**src/rtl/reorder_buffer.sv**
```systemverilog
// -----------------------------------------------------------------------------
// reorder_buffer
//
// Circular in-order completion buffer. Allocates a tag for each issued
// instruction, captures results broadcast on the CDB, answers operand-tag
// lookups for the reservation station (with same-cycle CDB bypass) and
// retires finished entries to the register file strictly in program order.
//
// Tag encoding: tag 0 means "no dependency"; entry index i carries tag i+1.
//
// Ports:
//   clk          in   single clock, rising edge
//   rst_in       in   asynchronous active-low reset
//   rdy_in       in   global enable; low holds all state, commit_en goes low
//   flush        in   synchronous clear (only while rdy_in is high)
//   issue_en     in   allocate the tail entry
//   issue_rd     in   destination register of the issuing instruction
//   full         out  occupancy equals ROB_SIZE
//   new_tag      out  tag the next issued instruction will receive
//   label1/2     in   operand tags to look up
//   ready1/2     out  operand value available (stored or bypassed)
//   res1/2       out  operand value, 0 when not ready
//   cdb_valid    in   result broadcast valid
//   cdb_tag      in   tag of the broadcast result
//   cdb_val      in   broadcast result value
//   commit_en    out  registered one-cycle retire pulse
//   commit_rd    out  destination register of the retired entry
//   commit_val   out  value of the retired entry
//   commit_tag   out  tag of the retired entry
// -----------------------------------------------------------------------------
module reorder_buffer #(
    parameter int ROB_SIZE  = 8,
    parameter int ID_WIDTH  = 4,
    parameter int VAL_WIDTH = 32,
    parameter int REG_WIDTH = 5
) (
    input  logic                 clk,
    input  logic                 rst_in,
    input  logic                 rdy_in,
    input  logic                 flush,
    input  logic                 issue_en,
    input  logic [REG_WIDTH-1:0] issue_rd,
    output logic                 full,
    output logic [ID_WIDTH-1:0]  new_tag,
    input  logic [ID_WIDTH-1:0]  label1,
    input  logic [ID_WIDTH-1:0]  label2,
    output logic                 ready1,
    output logic                 ready2,
    output logic [VAL_WIDTH-1:0] res1,
    output logic [VAL_WIDTH-1:0] res2,
    input  logic                 cdb_valid,
    input  logic [ID_WIDTH-1:0]  cdb_tag,
    input  logic [VAL_WIDTH-1:0] cdb_val,
    output logic                 commit_en,
    output logic [REG_WIDTH-1:0] commit_rd,
    output logic [VAL_WIDTH-1:0] commit_val,
    output logic [ID_WIDTH-1:0]  commit_tag
);

    localparam int PTR_W = $clog2(ROB_SIZE);
    localparam int CNT_W = PTR_W + 1;

    // Entry state. Control bits are reset; payload is only ever read once
    // its entry is done, so it carries no reset.
    logic [ROB_SIZE-1:0]  r_busy;
    logic [ROB_SIZE-1:0]  r_done;
    logic [REG_WIDTH-1:0] r_rd  [ROB_SIZE];
    logic [VAL_WIDTH-1:0] r_val [ROB_SIZE];

    logic [PTR_W-1:0]     r_head;
    logic [PTR_W-1:0]     r_tail;
    logic [CNT_W-1:0]     r_count;

    logic                 r_commit_en;
    logic [REG_WIDTH-1:0] r_commit_rd;
    logic [VAL_WIDTH-1:0] r_commit_val;
    logic [ID_WIDTH-1:0]  r_commit_tag;

    logic                 w_active;
    logic                 w_issue;
    logic                 w_commit;
    logic                 w_cdb_hit;
    logic [PTR_W-1:0]     w_cdb_idx;
    logic [VAL_WIDTH:0]   w_look1;
    logic [VAL_WIDTH:0]   w_look2;

    // A tag names a real entry only if it is 1..ROB_SIZE.
    function automatic logic tag_ok(input logic [ID_WIDTH-1:0] tag);
        return (tag != '0) && (int'(tag) <= ROB_SIZE);
    endfunction

    function automatic logic [PTR_W-1:0] tag_idx(input logic [ID_WIDTH-1:0] tag);
        logic [ID_WIDTH-1:0] t;
        t = tag - ID_WIDTH'(1);
        return t[PTR_W-1:0];
    endfunction

    // Returns {ready, value}. Stored result wins; otherwise a matching
    // broadcast in the same cycle is forwarded directly.
    function automatic logic [VAL_WIDTH:0] lookup(input logic [ID_WIDTH-1:0] label);
        logic [PTR_W-1:0] idx;
        logic [VAL_WIDTH:0] r;
        r   = '0;
        idx = tag_idx(label);
        if (label == '0) begin
            r = '0;
        end else if (tag_ok(label) && r_busy[idx] && r_done[idx]) begin
            r = {1'b1, r_val[idx]};
        end else if (cdb_valid && (cdb_tag == label)) begin
            r = {1'b1, cdb_val};
        end
        return r;
    endfunction

    assign full    = (r_count == CNT_W'(ROB_SIZE));
    assign new_tag = ID_WIDTH'(r_tail) + ID_WIDTH'(1);

    // Flush and hold both suppress every state-changing action.
    assign w_active  = rdy_in && !flush;
    assign w_issue   = w_active && issue_en && !full;
    assign w_cdb_idx = tag_idx(cdb_tag);
    assign w_cdb_hit = w_active && cdb_valid && tag_ok(cdb_tag) && r_busy[w_cdb_idx];
    // An empty buffer never commits, even if a stale done bit is present.
    assign w_commit  = w_active && (r_count != '0) && r_done[r_head];

    always_comb begin
        w_look1 = lookup(label1);
        w_look2 = lookup(label2);
    end

    assign ready1 = w_look1[VAL_WIDTH];
    assign res1   = w_look1[VAL_WIDTH-1:0];
    assign ready2 = w_look2[VAL_WIDTH];
    assign res2   = w_look2[VAL_WIDTH-1:0];

    assign commit_en  = r_commit_en;
    assign commit_rd  = r_commit_rd;
    assign commit_val = r_commit_val;
    assign commit_tag = r_commit_tag;

    // Control state: pointers, occupancy, busy/done and commit outputs.
    always_ff @(posedge clk or negedge rst_in) begin
        if (!rst_in) begin
            r_busy       <= '0;
            r_done       <= '0;
            r_head       <= '0;
            r_tail       <= '0;
            r_count      <= '0;
            r_commit_en  <= 1'b0;
            r_commit_rd  <= '0;
            r_commit_val <= '0;
            r_commit_tag <= '0;
        end else if (!rdy_in) begin
            r_commit_en <= 1'b0;
        end else if (flush) begin
            r_busy      <= '0;
            r_done      <= '0;
            r_head      <= '0;
            r_tail      <= '0;
            r_count     <= '0;
            r_commit_en <= 1'b0;
        end else begin
            r_commit_en <= w_commit;

            if (w_issue) begin
                r_busy[r_tail] <= 1'b1;
                r_done[r_tail] <= 1'b0;
                r_tail         <= r_tail + PTR_W'(1);
            end

            if (w_cdb_hit) begin
                r_done[w_cdb_idx] <= 1'b1;
            end

            // Placed after the CDB update so retiring an entry always clears it.
            if (w_commit) begin
                r_busy[r_head] <= 1'b0;
                r_done[r_head] <= 1'b0;
                r_head         <= r_head + PTR_W'(1);
                r_commit_rd    <= r_rd[r_head];
                r_commit_val   <= r_val[r_head];
                r_commit_tag   <= ID_WIDTH'(r_head) + ID_WIDTH'(1);
            end

            case ({w_issue, w_commit})
                2'b10:   r_count <= r_count + CNT_W'(1);
                2'b01:   r_count <= r_count - CNT_W'(1);
                default: r_count <= r_count;
            endcase
        end
    end

    // Entry payload.
    always_ff @(posedge clk) begin
        if (w_issue) begin
            r_rd[r_tail] <= issue_rd;
        end
        if (w_cdb_hit) begin
            r_val[w_cdb_idx] <= cdb_val;
        end
    end

endmodule
```
**config.mk**
```make
export PLATFORM = sky130hd
export DESIGN_NAME = reorder_buffer
export DESIGN_NICKNAME = d
export VERILOG_FILES = /design/src/rtl/reorder_buffer.sv
export SDC_FILE = /design/constraint.sdc
export NUM_CORES = 1
export LEC_CHECK = 0
export BUFFER_PORTS_ARGS = -buffer_cell sky130_fd_sc_hd__buf_2
export CORE_ASPECT_RATIO = 0.7
export CORE_UTILIZATION = 52
export CTS_CLUSTER_DIAMETER = 30
export CTS_CLUSTER_SIZE = 12
export DETAILED_ROUTE_END_ITERATION = 8
export PLACE_DENSITY = 0.81
export SYNTH_ARGS = -nofsm -noshare
export SYNTH_HDL_FRONTEND = slang
export SYNTH_SLANG_ARGS = --single-unit
```
**constraint.sdc**
```tcl
create_clock -name clk -period 6.4 [get_ports clk]
set_input_delay 0.32 -clock clk [delete_from_list [all_inputs] [get_ports clk]]
set_output_delay 0.32 -clock clk [all_outputs]
set_load 0.01 [all_outputs]
```
Yosys cells after proc, flatten, opt, wreduce, memory -nomap -nowiden
Memories as Yosys holds them, arrays and structs flattened. A register that Yosys moved wholly into a read port is not among the register bits.
Cells that the tools add are included.
{ "totals": {"n_memories": 2, "regBits": 31, "ram_bits": 296, "out_inout_bits": 113, "inputBits": 55, "wordCells": 128} }
{ "op_classes": {"addsub": 9, "bitwise_logic": 8, "reduce_logical": 37, "eq_ne": 5, "n_lt_le_gt_ge": 11, "mux": 49} }
{ "mem_list": {"columns": ["name", "depth", "word_bits", "read_ports", "rd_clocked_by_memory_dff", "wr", "line", "text"], "rows": [
  ["r_val", 8, 32, 3, 1, 1, "68", "logic [VAL_WIDTH-1:0] r_val [ROB_SIZE];"],
  ["r_rd", 8, 5, 1, 1, 1, "67", "logic [REG_WIDTH-1:0] r_rd [ROB_SIZE];"]
]} }
{ "ops": {"columns": ["op", "n"], "rows": [
  ["2-to-1 mux 33 bit", 6],
  ["2-to-1 mux 8 bit", 13],
  ["bitwise AND 8 bit", 3],
  ["logical AND 1 bit", 20],
  ["less-than comparator 3 x 4 -> 1 bit, second input constant", 5],
  ["binary-select mux 1 bit (select 3 bit)", 6],
  ["inverter 8 bit", 2],
  ["OR 8 bit", 2],
  ["nonzero test 4 bit", 4],
  ["2-to-1 mux 1 bit", 15],
  ["<= comparator 4 bit, second input constant", 3],
  ["2-to-1 mux 3 bit", 4],
  ["demux 1 bit (select 3 bit)", 3],
  [">= comparator 3 x 1 -> 1 bit, second input constant", 3],
  ["subtractor 3 x 1 -> 3 bit, second input constant", 3],
  ["adder 3 x 1 -> 4 bit, second input constant", 2],
  ["== test 4 bit", 2],
  ["zero test 4 bit", 2],
  ["case mux 4 bit (2 select lines)", 1],
  ["adder 3 x 1 -> 3 bit, second input constant", 2],
  ["AND reduction 2 bit", 3],
  ["adder 4 x 1 -> 4 bit, second input constant", 1],
  ["== test 4 bit, second input constant", 1],
  ["zero test 1 bit", 4],
  ["8 further kinds", 9]
]} }

Longest topological paths before layout
Gate-level depths: netlist of run 1.
{ "depth": {"ltp_word": 16, "ltp_mapped": 13, "mapped_depth_nobuf": 10} }

Worst setup path after synthesis of run 1
Ideal clock, no wire load.
{ "synth_path": {"path_type": "input -> register", "start": "input port cdb_tag[0]", "end": "memory r_val[2][0] (enable)", "path_buffers": 2, "path_slack_ns": 0.611, "arrival_ns": 5.272, "required_ns": 5.884, "setup_ns": 0.516, "cell_stages": 8, "path_cell_list": "buf_2 inv_2 ha_1 xor2_2 mux2_4 or3b_1 buf_2 nor4b_1"} }
{ "synth_between": {"elab_chain_len": 6, "elab_cells_between_ends": 10, "cone_classes": "1 x add/sub; 1 x order compare; 4 x mux; 4 x reduce/logical"} }
{ "synth_lines": {"columns": ["item", "line", "text"], "rows": [
  ["from (decl)", "52", "input logic [ID_WIDTH-1:0] cdb_tag,"],
  ["subtractor 3 x 1 -> 3 bit, or another cell as far along", "94", "t = tag - ID_WIDTH'(1);"],
  ["binary-select mux 1 bit (select 3 bit) / logical AND 1 bit (equally long branches)", "122, 89", null],
  ["2-to-1 mux 1 bit (not written as such) / logical AND 1 bit (equally long branches)", "122", "assign w_cdb_hit = w_active && cdb_valid && tag_ok(cdb_tag) && r_busy[w_cdb_idx];"],
  ["logical AND 1 bit", "122", null],
  ["2-to-1 mux 1 bit", "198", "if (w_cdb_hit) begin"],
  ["2-to-1 mux 1 bit (not written as such)", "199", "r_val[w_cdb_idx] <= cdb_val;"],
  ["to (decl)", "68", null]
]} }
Several ways; a longest one is shown, not always the timed one. The select of a mux whose other input is x is not followed.

Worst setup path in the final report of run 1
{ "layout_path": {"start": "input port label1[0]", "end": "output port res1[25]"} }
{ "layout_between": {"elab_chain_len": 7, "elab_cells_between_ends": 17, "cone_classes": "1 x add/sub; 1 x order compare; 1 x eq/ne; 7 x mux; 6 x reduce/logical; 1 x memory"} }
{ "layout_lines": {"columns": ["item", "line", "text"], "rows": [
  ["from (decl)", "45", "input logic [ID_WIDTH-1:0] label1,"],
  ["subtractor 3 x 1 -> 3 bit", "94", null],
  ["binary-select mux 1 bit (select 3 bit)", "107", "end else if (tag_ok(label) && r_busy[idx] && r_done[idx]) begin"],
  ["2-to-1 mux 1 bit (not written as such)", "107", null],
  ["logical AND 1 bit (2 in series)", "107", null],
  ["2-to-1 mux 33 bit", "107", null],
  ["2-to-1 mux 33 bit (*)", "105", "if (label == '0) begin"],
  ["to (decl)", "49", "output logic [VAL_WIDTH-1:0] res1,"]
]} }
Every way passes the cells marked *; elsewhere a longest branch is shown, timed or not. The select of a mux whose other input is x is not followed.

==> run summary, run 1 <==
The number of clock buffers inserted by TritonCTS came out at 57. TritonCTS built the clock tree. The hold violation count in the final report came out at 0.

Across the routed clock network, the largest skew measured is 0.0203 ns. The number of buffers on the longest clock path is 3. The count of vias placed by the detailed router came out at 12,800. The signal arrival time at the worst endpoint is 3.85 ns. The post-place setup slack came out at 2.27 ns. The detail route stage leaves a number of antenna-violating nets equal to 0.

After clock tree synthesis, the clock-pin slew on the worst setup and hold paths is 0.05 ns. The tree is rooted in a sky130_fd_sc_hd__clkbuf_16. The synthesized design contains 364 register bits.

The count of maximum capacitance violations came out at 0. The floorplan has 58 rows. The top fanout value on the critical path came out at 39. In this run, synthesis inferred 296 flip-flops with an integrated enable. The net count after synthesis is 1,280. The floorplan step set the die width to 232 um. The post-synthesis sequential area ratio is 55.2%.

Combinational logic is responsible for 8.9% of the overall power. The final routed DRC violation total is 0. The H-tree was split into 2 levels. The worst pin sits at a relative slew slack of 24.3%. The post-layout net count is 1,432.

The cell count after synthesis came out at 1,216. The fill cell total of the finished layout came out at 2,596. The number of warning messages in the yosys log is 0. The antenna diode count is 0. The number of buffers inserted by port buffering is 167. The internal cell power came out at 4.81 mW. The first global-routing pass estimated 77,100 um of wire. For this design the ratio of total power to cell area is 282 mW/mm^2. The count of cell types in the netlist is 59. At the later pin of the worst-skew pair, clock insertion delay measures 0.58 ns. The final critical delay including setup and external delays is 4.17 ns.

The share of post-route cells with drive strength above 1 is 36.8%. The via count normalized by instance count came out at 6.77. The wire length after detailed routing is 51,600 um.

For this run, the top clock speed supported by timing is 0.240 GHz. The dominant register cell in the synthesized netlist is sky130_fd_sc_hd__edfxtp_1. The met1 track demand over resource in global routing came out at 38.3%. The I/O pin count came out at 168.

The clock share of power came out at 49.6%. For the pin with the worst max-slew slack, the measured transition is 1.14 ns. The global-route usage over all layers came out at 27.7%.

The part of the cycle the worst path needs came out at 65.2%. The run finished with clean final reports. The start-to-end type of the worst setup path is primary input to primary output. The total of endpoints with negative setup slack in the final report came out at 0. The final cell utilization of the core is 62.2%.

The per-cell routed wire length is 27.3 um. The min-delay analysis places its worst path in the category primary input to register. The switching share of power came out at 24.1%. The vertical die dimension came out at 163 um.

A synthesized cell averages 15.8 sq um. Setup repair after global routing left no endpoint under its margin. The final worst setup slack came out at 2.23 ns.

The weighted congestion reported at the end of routability-driven placement is 0.896. The area growth from synthesis to final layout is 17.0%. The net switching power of the design came out at 1.53 mW. The worst setup path is captured at a primary output. The number of DRC markers in iteration 0 is 1,443. The largest net degree at the start of global routing came out at 89. STA classifies the critical path startpoint as a primary input.

The number of max-slew violations in the final report is 0. The share of total power dissipated in sequential elements is 41.5%. The met3 demand-to-capacity share in global routing came out at 6.78%. Once the floorplan was initialized, standard cells occupied 53.1% of the core.

The maximum vdd ir drop is 0.222 mV. The final total power came out at 6.34 mW. For met2 alone, demand over resource in global routing was 43.9%. The area enclosed by the die boundary is 0.0377 sq mm. The via count of the first global-routing pass came out at 12,500. The first detailed-routing pass ran for 5 iterations.

The worst endpoint required time is 6.08 ns. The fraction of registers with async set/reset is 18.7%. The sum of negative setup slack came out at 0 ns. The core region area is 0.0361 sq mm. The total grt overflow came out at 0.

The count of clock tree sinks came out at 364. Summed over all cells, the static leakage comes to 8.03 nW. The detailed placement HPWL came out at 30,200 um. The global routing stage identified its most utilized layer as met2. The post-synthesis cell area came out at 0.0192 sq mm. The initial antenna violation count came to 3.
==> layout make-up <==
| type | instances | area (sq um) | area share, % |
|---|---|---|---|
| Clock inverter | 43 | 494 | 2.20 |
| Timing Repair Buffer | 194 | 1050 | 4.69 |
| Multi-Input combinational cell | 731 | 8170 | 36.4 |
| Sequential cell | 364 | 10600 | 47.2 |
| Clock buffer | 61 | 1470 | 6.55 |
| Tap cell | 480 | 601 | 2.67 |
| Inverter | 20 | 75.1 | 0.334 |
==> logic make-up (layout without fill, tap and decap cells) <==
group	after synthesis	count (layout)	share of synthesized area [%]
XOR/XNOR	14	14	0.756
AO/OA/AOI/OAI	182	182	5.83
multiplexers	312	312	29.6
AND/OR/NAND/NOR	214	214	5.32
flip-flops	364	364	55.2
buffers and inverters	121	318	2.76
adder cells (fa/ha/maj)	9	9	0.587
==> power groups by stage <==
| stage | logic [mW] | registers (mW) | clock network (mW) |
|---|---|---|---|
| after global routing | 0.606 | 2.63 | 3.27 |
| after global placement | 0.546 | 2.67 | 0 |
| after CTS | 0.566 | 2.63 | 3.18 |
| after floorplan | 0.354 | 2.67 | 0 |
| after detailed placement | 0.559 | 2.67 | 0 |
| final | 0.567 | 2.63 | 3.14 |
==> per-stage QoR <==
stage / cell area, sq um / instances / hold slack [ns]
after floorplan: 19200 / 1216 / 0.0244
after global placement: 20500 / 1786 / 0.457
after detailed placement: 20500 / 1786 / 0.462
after CTS: 22500 / 1893 / 0.00107
after global routing: 22500 / 1893 / 0.0160
final: 22500 / 1893 / 0.0225
==> path summary, 6_finish.rpt <==
| check | startpoint | end | slack, ns | cells past startpoint |
|---|---|---|---|---|
| hold / removal | issue_rd[4] | r_rd[2][4]$_DFFE_PP_ | 0.02 | 1 |
| min in group asynchronous | rst_in | commit_rd[3]$_DFFE_PN0P_ | 0.44 | 2 |
| hold reg to reg | commit_val[26]$_DFFE_PN0P_ | commit_val[26]$_DFFE_PN0P_ | 0.47 | 2 |
| setup reg to reg | r_head[2]$_DFFE_PN0P_ | r_done[7]$_DFFE_PN0P_ | 2.68 | 6 |
| setup / recovery | label1[0] | res1[25] | 2.23 | 10 |
| max in group asynchronous | rst_in | r_head[2]$_DFFE_PN0P_ | 5.13 | 2 |
==> cells in the final DEF, fill, tap and decap left out, types with 11 or more instances in the layout <==
cell / synthesis / final
sky130_fd_sc_hd__edfxtp_1: 296 / 296
sky130_fd_sc_hd__mux4_2: 204 / 204
sky130_fd_sc_hd__buf_2: 44 / 164
sky130_fd_sc_hd__mux2i_1: 107 / 107
sky130_fd_sc_hd__o21ai_0: 87 / 87
sky130_fd_sc_hd__dfrtp_1: 68 / 65
sky130_fd_sc_hd__nand2_1: 61 / 61
sky130_fd_sc_hd__clkbuf_16: 0 / 57
sky130_fd_sc_hd__nor2_1: 53 / 49
sky130_fd_sc_hd__nand3_1: 44 / 43
sky130_fd_sc_hd__a211oi_1: 33 / 33
sky130_fd_sc_hd__buf_4: 3 / 27
sky130_fd_sc_hd__a21oi_1: 20 / 20
sky130_fd_sc_hd__inv_1: 17 / 17
sky130_fd_sc_hd__nor3_1: 14 / 12
sky130_fd_sc_hd__inv_6: 0 / 11
==> cell usage after synthesis, types with 4 or more instances <==
| master | number | area (sq um) |
|---|---|---|
| sky130_fd_sc_hd__nor2_1 | 53 | 199 |
| sky130_fd_sc_hd__mux4_2 | 204 | 4590 |
| sky130_fd_sc_hd__a21o_1 | 5 | 37.5 |
| sky130_fd_sc_hd__o21a_1 | 6 | 45.0 |
| sky130_fd_sc_hd__o31ai_1 | 7 | 52.6 |
| sky130_fd_sc_hd__nor4b_1 | 4 | 35.0 |
| sky130_fd_sc_hd__nand2b_1 | 7 | 43.8 |
| sky130_fd_sc_hd__o21ai_0 | 87 | 435 |
| sky130_fd_sc_hd__and3_1 | 6 | 37.5 |
| sky130_fd_sc_hd__buf_1 | 8 | 30.0 |
| sky130_fd_sc_hd__xor2_1 | 5 | 43.8 |
| sky130_fd_sc_hd__mux2i_1 | 107 | 1070 |
| sky130_fd_sc_hd__a211oi_1 | 33 | 248 |
| sky130_fd_sc_hd__clkbuf_1 | 44 | 165 |
| sky130_fd_sc_hd__xnor2_1 | 6 | 52.6 |
| sky130_fd_sc_hd__a21oi_1 | 20 | 100 |
| sky130_fd_sc_hd__ha_1 | 9 | 113 |
| sky130_fd_sc_hd__nor3_1 | 14 | 70.1 |
| sky130_fd_sc_hd__dfrtp_1 | 68 | 1700 |
| sky130_fd_sc_hd__nand2_1 | 61 | 229 |
| sky130_fd_sc_hd__nor2b_1 | 8 | 50.1 |
| sky130_fd_sc_hd__nand3_1 | 44 | 220 |
| sky130_fd_sc_hd__buf_2 | 44 | 220 |
| sky130_fd_sc_hd__inv_1 | 17 | 63.8 |
| sky130_fd_sc_hd__edfxtp_1 | 296 | 8890 |
==> what timing repair did <==
| action | CTS | global route |
|---|---|---|
| buffers inserted | 0 | 0 |
| resized for setup | 0 | 0 |
| hold buffers | 3 | 0 |
| endpoints found under the hold margin | 84 | 0 |
==> registers in the layout (all words and copies together), names as in the netlist, 4 cells and up <==
register    count
commit_rd       5
commit_tag      4
commit_val     32
r_busy          8
r_count         4
r_done          8
r_rd           40
r_val         256
==> routing by layer <==
layer,wire length (um),vias up
met3,5730,129
li1,-,5296
met2,24800,847
met5,40,-
met1,19800,6531
met4,1190,6
==> worst max-delay path, stage by stage <==
cell                       delay (ns)
sky130_fd_sc_hd__buf_4           0.54
sky130_fd_sc_hd__buf_4           0.72
sky130_fd_sc_hd__a21oi_1         0.11
sky130_fd_sc_hd__a21oi_1         0.14
sky130_fd_sc_hd__mux4_2          0.26
sky130_fd_sc_hd__and3_2          0.73
sky130_fd_sc_hd__buf_4           0.45
sky130_fd_sc_hd__nor2_1          0.08
sky130_fd_sc_hd__a211oi_1        0.22
sky130_fd_sc_hd__buf_2           0.19
Power figures use the tool's default switching activity.
==> run 2: changes to the inputs <==
--- a/config.mk
+++ b/config.mk
@@ -11,7 +11,7 @@
 export CTS_CLUSTER_DIAMETER = 30
 export CTS_CLUSTER_SIZE = 12
 export DETAILED_ROUTE_END_ITERATION = 8
-export PLACE_DENSITY = 0.81
+export PLACE_DENSITY = 0.84
 export SYNTH_ARGS = -nofsm -noshare
 export SYNTH_HDL_FRONTEND = slang
 export SYNTH_SLANG_ARGS = --single-unit
==> constraint.sdc (replaced) <==
create_clock -name clk -period 3.7 [get_ports clk]
set_input_delay 0.185 -clock clk [delete_from_list [all_inputs] [get_ports clk]]
set_output_delay 0.185 -clock clk [all_outputs]
set_load 0.01 [all_outputs]
==> run summary, run 2 (synthesis results as in run 1) <==
The count of maximum capacitance violations is 0. The initial antenna violation count came out at 1. The actual transition at the worst max-transition pin is 1.06 ns. 0 antenna diodes ended up in the layout. The post-route clock skew is 0.0169 ns.

The share of post-route cells with drive strength above 1 came out at 35.5%. The final critical delay including setup and external delays came out at 3.19 ns. The wire length after detailed routing is 53,700 um. The highest clock rate is 0.313 GHz.

The storage element area is 0.0106 sq mm. Entering global routing, the biggest net connects 86 pins. The root buffer cell is sky130_fd_sc_hd__clkbuf_16. The power density normalized to cell area came out at 459 mW/mm^2.

The first-pass GRT wire length is 80,800 um. The hold violation count in the final report is 0. The detailed placement HPWL is 32,100 um. Clock-pin slew was measured on the worst setup and hold paths at 0.06 ns.

The count of hold-fix buffers inserted at cts is 38. Setup repair after global routing left no endpoint under its margin. The number of H-tree levels came out at 2. The congestion estimate from routability-driven global placement came to 0.882. The CTS tree is yes. The floorplan has 58 rows. The number of buffers on the longest clock path is 3.

The top cell types in the final layout, fill and taps aside, are sky130_fd_sc_hd__edfxtp_1, sky130_fd_sc_hd__mux4_2, sky130_fd_sc_hd__buf_2. At the worst endpoint, the arrival time is 3.01 ns. CTS saw 364 sinks.

The x dimension of the die came out at 232 um. Leaving out fill and tap cells, the most frequent cell in the layout is sky130_fd_sc_hd__edfxtp_1. The area enclosed by the die boundary came out at 0.0377 sq mm. The core region area came out at 0.0361 sq mm. The number of DRC markers in iteration 0 is 1,776. The count of TritonRoute iterations in the first routing pass came out at 5.

The number of max-slew violations in the final report came to 0. Setup slack closes at 0.507 ns. The nature of the critical path endpoint is a primary output.

The number of buffers inserted by port buffering is 167. The I/O pin count came out at 168. The number of nets with antenna violations after detailed routing is 0. The final route contains 13,300 vias.

The area growth from synthesis to final layout came out at 19.0%. The analysis attributes to cell leakage a power of 8.17 nW. Buffers inserted during clock tree synthesis total 50.

The remaining max-slew budget at the tightest pin came out at 29.3%. The post-place setup slack came out at 0.468 ns. The start-to-end type of the worst setup path is register to primary output. The global-route usage over all layers came out at 28.9%. The final routed DRC violation total came out at 0. The critical path startpoint category is a register. The flow ran to the end, and the final reports show no timing, DRC or antenna violations. r_val holds more flip-flops than any other register. The register with the most flip-flops in the layout has 256 of them. For this configuration, the core starts out at a cell density of 53.1%. The via count of the first global-routing pass was 13,500. Across the VDD grid, the largest voltage drop is 0.408 mV.

Counting the fill cells in the layout gives 2,511. The clock latency on the worst-skew pair came out at 0.57 ns. For this run the aggregate overflow at the end of global routing stands at 0. The post-CTS resize count came out at 0. The min-delay analysis places its worst path in the category primary input to register.

The worst endpoint required time is 3.51 ns. The via count normalized by instance count is 6.93. The floorplan step set the die height to 163 um. The per-cell routed wire length is 27.9 um. The worst hold-check slack came out at 0.0840 ns. The post-layout net count is 1,468.

The total of endpoints with negative setup slack in the final report is 0. The part of the cycle the worst path needs came out at 86.3%. Along the worst path, the maximum fanout reaches 15.

The post-CTS setup buffer count is 0. The combined area of the multi-input logic cells came out at 0.00822 sq mm.
==> run 2: cell types whose count changed in the layout (fill, tap and decap cells not counted), moves of 4 or more <==
cell / change
sky130_fd_sc_hd__buf_4: -4
sky130_fd_sc_hd__clkinvlp_4: -4
sky130_fd_sc_hd__clkbuf_16: -4
sky130_fd_sc_hd__buf_12: +12
sky130_fd_sc_hd__inv_6: -5
sky130_fd_sc_hd__clkbuf_1: +8
sky130_fd_sc_hd__dlygate4sd3_1: +35
==> run 2: path summary, 6_finish.rpt <==
path                                           start                         to  slack (ns)  cells past startpoint
max in group asynchronous                     rst_in      r_head[2]$_DFFE_PN0P_        2.55                      2
hold reg to reg            commit_tag[3]$_DFFE_PN0P_  commit_tag[3]$_DFFE_PN0P_        0.48                      1
setup / recovery               r_busy[1]$_DFFE_PN0P_                    res1[2]        0.51                      8
min in group asynchronous                     rst_in   commit_rd[0]$_DFFE_PN0P_        0.36                      2
hold / removal                                rdy_in      r_busy[4]$_DFFE_PN0P_        0.08                      2
setup reg to reg              r_count[0]$_DFFE_PN0P_     r_count[3]$_DFFE_PN0P_        0.71                      9
==> run 2: critical path, cell delays in order (launching register included) <==
cell,delay (ns)
sky130_fd_sc_hd__dfrtp_1,0.43
sky130_fd_sc_hd__a21oi_1,0.17
sky130_fd_sc_hd__a21oi_1,0.06
sky130_fd_sc_hd__mux4_2,0.52
sky130_fd_sc_hd__a32oi_1,0.16
sky130_fd_sc_hd__nand2b_2,0.47
sky130_fd_sc_hd__buf_4,0.36
sky130_fd_sc_hd__a211oi_1,0.09
sky130_fd_sc_hd__buf_2,0.16
==> run 2: per-layer routing <==
metal | part of all wire, % | vias up | global-route usage, %
met4 | 3.0 | 2 | 10.6
li1 | - | 5361 | -
met1 | 36 | 6786 | 37.8
met3 | 12 | 163 | 7.18
met2 | 49 | 1029 | 47.1
met5 | 0.019 | - | 0
==> run 2: cell type report <==
type	instances	area share, %
sequential	364	46.4
clock inverter	28	1.38
clock buffer	66	6.19
multi-input combinational	731	36.0
tap	480	2.63
timing repair buffer	237	7.07
inverter	20	0.329
==> run 2: stage by stage <==
| step | util [%] | cell area [sq um] | TNS, ns | std cells | power [mW] |
|---|---|---|---|---|---|
| floorplan | - | 19200 | -22.16 | 1216 | 5.24 |
| global placement | 57.4 | 20700 | 0 | 1794 | 5.58 |
| detailed placement | 57.4 | 20700 | 0 | 1794 | 5.62 |
| CTS | 63.2 | 22800 | 0 | 1926 | 10.5 |
| global route | 63.2 | 22800 | 0 | 1926 | 10.8 |
| finish | 63.2 | 22800 | 0 | 1926 | 10.5 |
==> run 2: power breakdown <==
part	leakage [nW]	internal, mW	total [mW]	switching, mW
Clock	0.839	3.02	4.89	1.87
Combinational	3.74	0.445	1.04	0.596
Sequential	3.60	4.49	4.55	0.0554
Total	8.17	7.96	10.5	2.53
==> run 3: changes to the inputs <==
--- a/config.mk
+++ b/config.mk
@@ -8,6 +8,7 @@
 export BUFFER_PORTS_ARGS = -buffer_cell sky130_fd_sc_hd__buf_2
 export CORE_ASPECT_RATIO = 0.7
 export CORE_UTILIZATION = 52
+export CTS_BUF_LIST = sky130_fd_sc_hd__clkbuf_8 sky130_fd_sc_hd__clkbuf_16
 export CTS_CLUSTER_DIAMETER = 30
 export CTS_CLUSTER_SIZE = 12
 export DETAILED_ROUTE_END_ITERATION = 8
==> run summary, run 3 (synthesis results as in run 1) <==
For this run, design rule violations remaining after detail routing come to 0. The floorplan has 58 rows. Cells with a size suffix above 1 make up 35.5% of the layout. The vertical die dimension is 163 um. The worst setup path is captured at a primary output.

The detailed placement HPWL is 32,100 um. The CTS tree is yes. The count of maximum capacitance violations came out at 0.

The initial antenna violation count came out at 1. The via count of the first global-routing pass is 13,500. The count of clock tree sinks came out at 364. The register with the most flip-flops in the layout has 256 of them. Port buffering added 167 buffers. The number of buffers on the longest clock path came out at 3. The routed layout has 13,300 vias. The final critical delay including setup and external delays came out at 3.21 ns.

The count of nets left with antenna violations once routing finished came out at 0. The total grt overflow is 0. Measured on the finished design, the core utilization comes to 63.2%.

The number of H-tree levels came out at 2. For this run, the post-layout net count is 1,468. The min-delay analysis places its worst path in the category primary input to register. The actual transition at the worst max-transition pin is 1.05 ns.

The highest clock rate came out at 0.312 GHz. The post-CTS clock slew at the launch and capture registers of the worst setup and hold paths came out at 0.06 ns. The via count normalized by instance count came out at 6.90. The area enclosed by the die boundary is 0.0377 sq mm. After detailed routing, the average wire length per cell comes to 27.9 um.

STA classifies the critical path startpoint as a register. The core region area is 0.0361 sq mm. The global-route usage over all layers is 28.9%.

The count of hold-fix buffers inserted at cts came out at 38. The remaining max-slew budget at the tightest pin came out at 30.1%. The total leakage power came out at 8.21 nW.

The number of clock buffers inserted by TritonCTS came out at 50. The root buffer cell is sky130_fd_sc_hd__clkbuf_16. The total of endpoints with negative setup slack in the final report is 0. The worst hold-check slack came out at 0.0848 ns. The post-CTS setup buffer count came out at 0. The run finished with clean final reports. The number of DRC markers in iteration 0 came out at 1,882. The hold violation count in the final report is 0. The wire length after detailed routing came out at 53,700 um. Leaving out fill and tap cells, the most frequent cell in the layout is sky130_fd_sc_hd__edfxtp_1.

The start-to-end type of the worst setup path is register to primary output. The I/O pin count is 168. The part of the cycle the worst path needs is 86.7%. The area growth from synthesis to final layout came out at 19.0%. Power spread over the standard cell area amounts to 458 mW/mm^2. The post-route clock skew came out at 0.0180 ns. The worst endpoint required time is 3.51 ns. Leaving out fill and tap cells, the most frequent cells in the layout are sky130_fd_sc_hd__edfxtp_1, sky130_fd_sc_hd__mux4_2, sky130_fd_sc_hd__buf_2. The first-pass GRT wire length came out at 80,800 um. The starting density of the core is 53.1%. The largest net degree at the start of global routing came out at 86. The maximum vdd ir drop came out at 0.408 mV. The number of antenna diodes in the final layout is 0. For this run, the detailed router's first-pass iteration total came to 6.

The clock latency on the worst-skew pair came out at 0.57 ns. Setup repair after global routing left no endpoint under its margin. The x dimension of the die came out at 232 um. The top fanout value on the critical path came out at 15.

The signal arrival time at the worst endpoint came out at 3.02 ns. More flip-flops sit in one register than any other, and that register is r_val. The post-CTS resize count came out at 0.

The final total power is 10.5 mW. The weighted congestion reported at the end of routability-driven placement came out at 0.882. The number of max-slew violations in the final report came out at 0.
==> run 3: changes by cell type in the layout (fill, tap and decap cells not counted), sizes merged <==
cell / before / now
inv: 28 / 37
clkbuf: 66 / 57
==> run 3: area by class of cell <==
cell class / instances / area (sq um)
fill: 2511 / 13300
sequential: 364 / 10600
multi-input combinational: 731 / 8220
timing repair buffer: 237 / 1610
clock buffer: 57 / 1380
tap: 480 / 601
clock inverter: 37 / 349
inverter: 20 / 75.1
==> run 3: worst max-delay path: stages, from the launching register on <==
cell and delay, ns:
sky130_fd_sc_hd__dfrtp_1 0.43, sky130_fd_sc_hd__a21oi_1 0.17, sky130_fd_sc_hd__a21oi_1 0.06, sky130_fd_sc_hd__mux4_2 0.52
sky130_fd_sc_hd__a32oi_1 0.16, sky130_fd_sc_hd__nand2b_2 0.48, sky130_fd_sc_hd__buf_4 0.37, sky130_fd_sc_hd__a211oi_1 0.09
sky130_fd_sc_hd__buf_2 0.16
==> run 3: layer usage <==
layer  wire (um)  track usage (%)
met1       19300             37.8
met2       26200             47.1
met3        6620             7.18
met4        1550             10.6
met5          10                0
==> run 3: worst paths after layout <==
path                                                 from                        end  slack [ns]  cells after the start
worst min-delay path                               rdy_in      r_busy[4]$_DFFE_PN0P_        0.08                      2
worst max-delay path                r_busy[1]$_DFFE_PN0P_                    res1[2]        0.49                      8
worst min register to register  commit_tag[3]$_DFFE_PN0P_  commit_tag[3]$_DFFE_PN0P_        0.48                      1
worst max register to register     r_count[1]$_DFFE_PN0P_     r_count[3]$_DFFE_PN0P_        0.71                      9
max in group asynchronous                          rst_in      r_head[2]$_DFFE_PN0P_        2.56                      2
min in group asynchronous                          rst_in   commit_rd[0]$_DFFE_PN0P_        0.36                      2
==> run 3: where the power goes <==
part | total [mW] | internal, mW | switching (mW)
logic | 1.04 | 0.445 | 0.597
registers | 4.55 | 4.49 | 0.0562
clock network | 4.88 | 2.99 | 1.89
total | 10.5 | 7.93 | 2.54
==> run 3: stage by stage <==
step	worst slack, ns	TNS [ns]	area (sq um)	instances
after floorplan	-0.373	-22.16	19200	1216
after global placement	0.574	0	20700	1794
after detailed placement	0.468	0	20700	1794
after CTS	0.535	0	22800	1926
after global routing	0.395	0	22800	1926
final	0.490	0	22800	1926
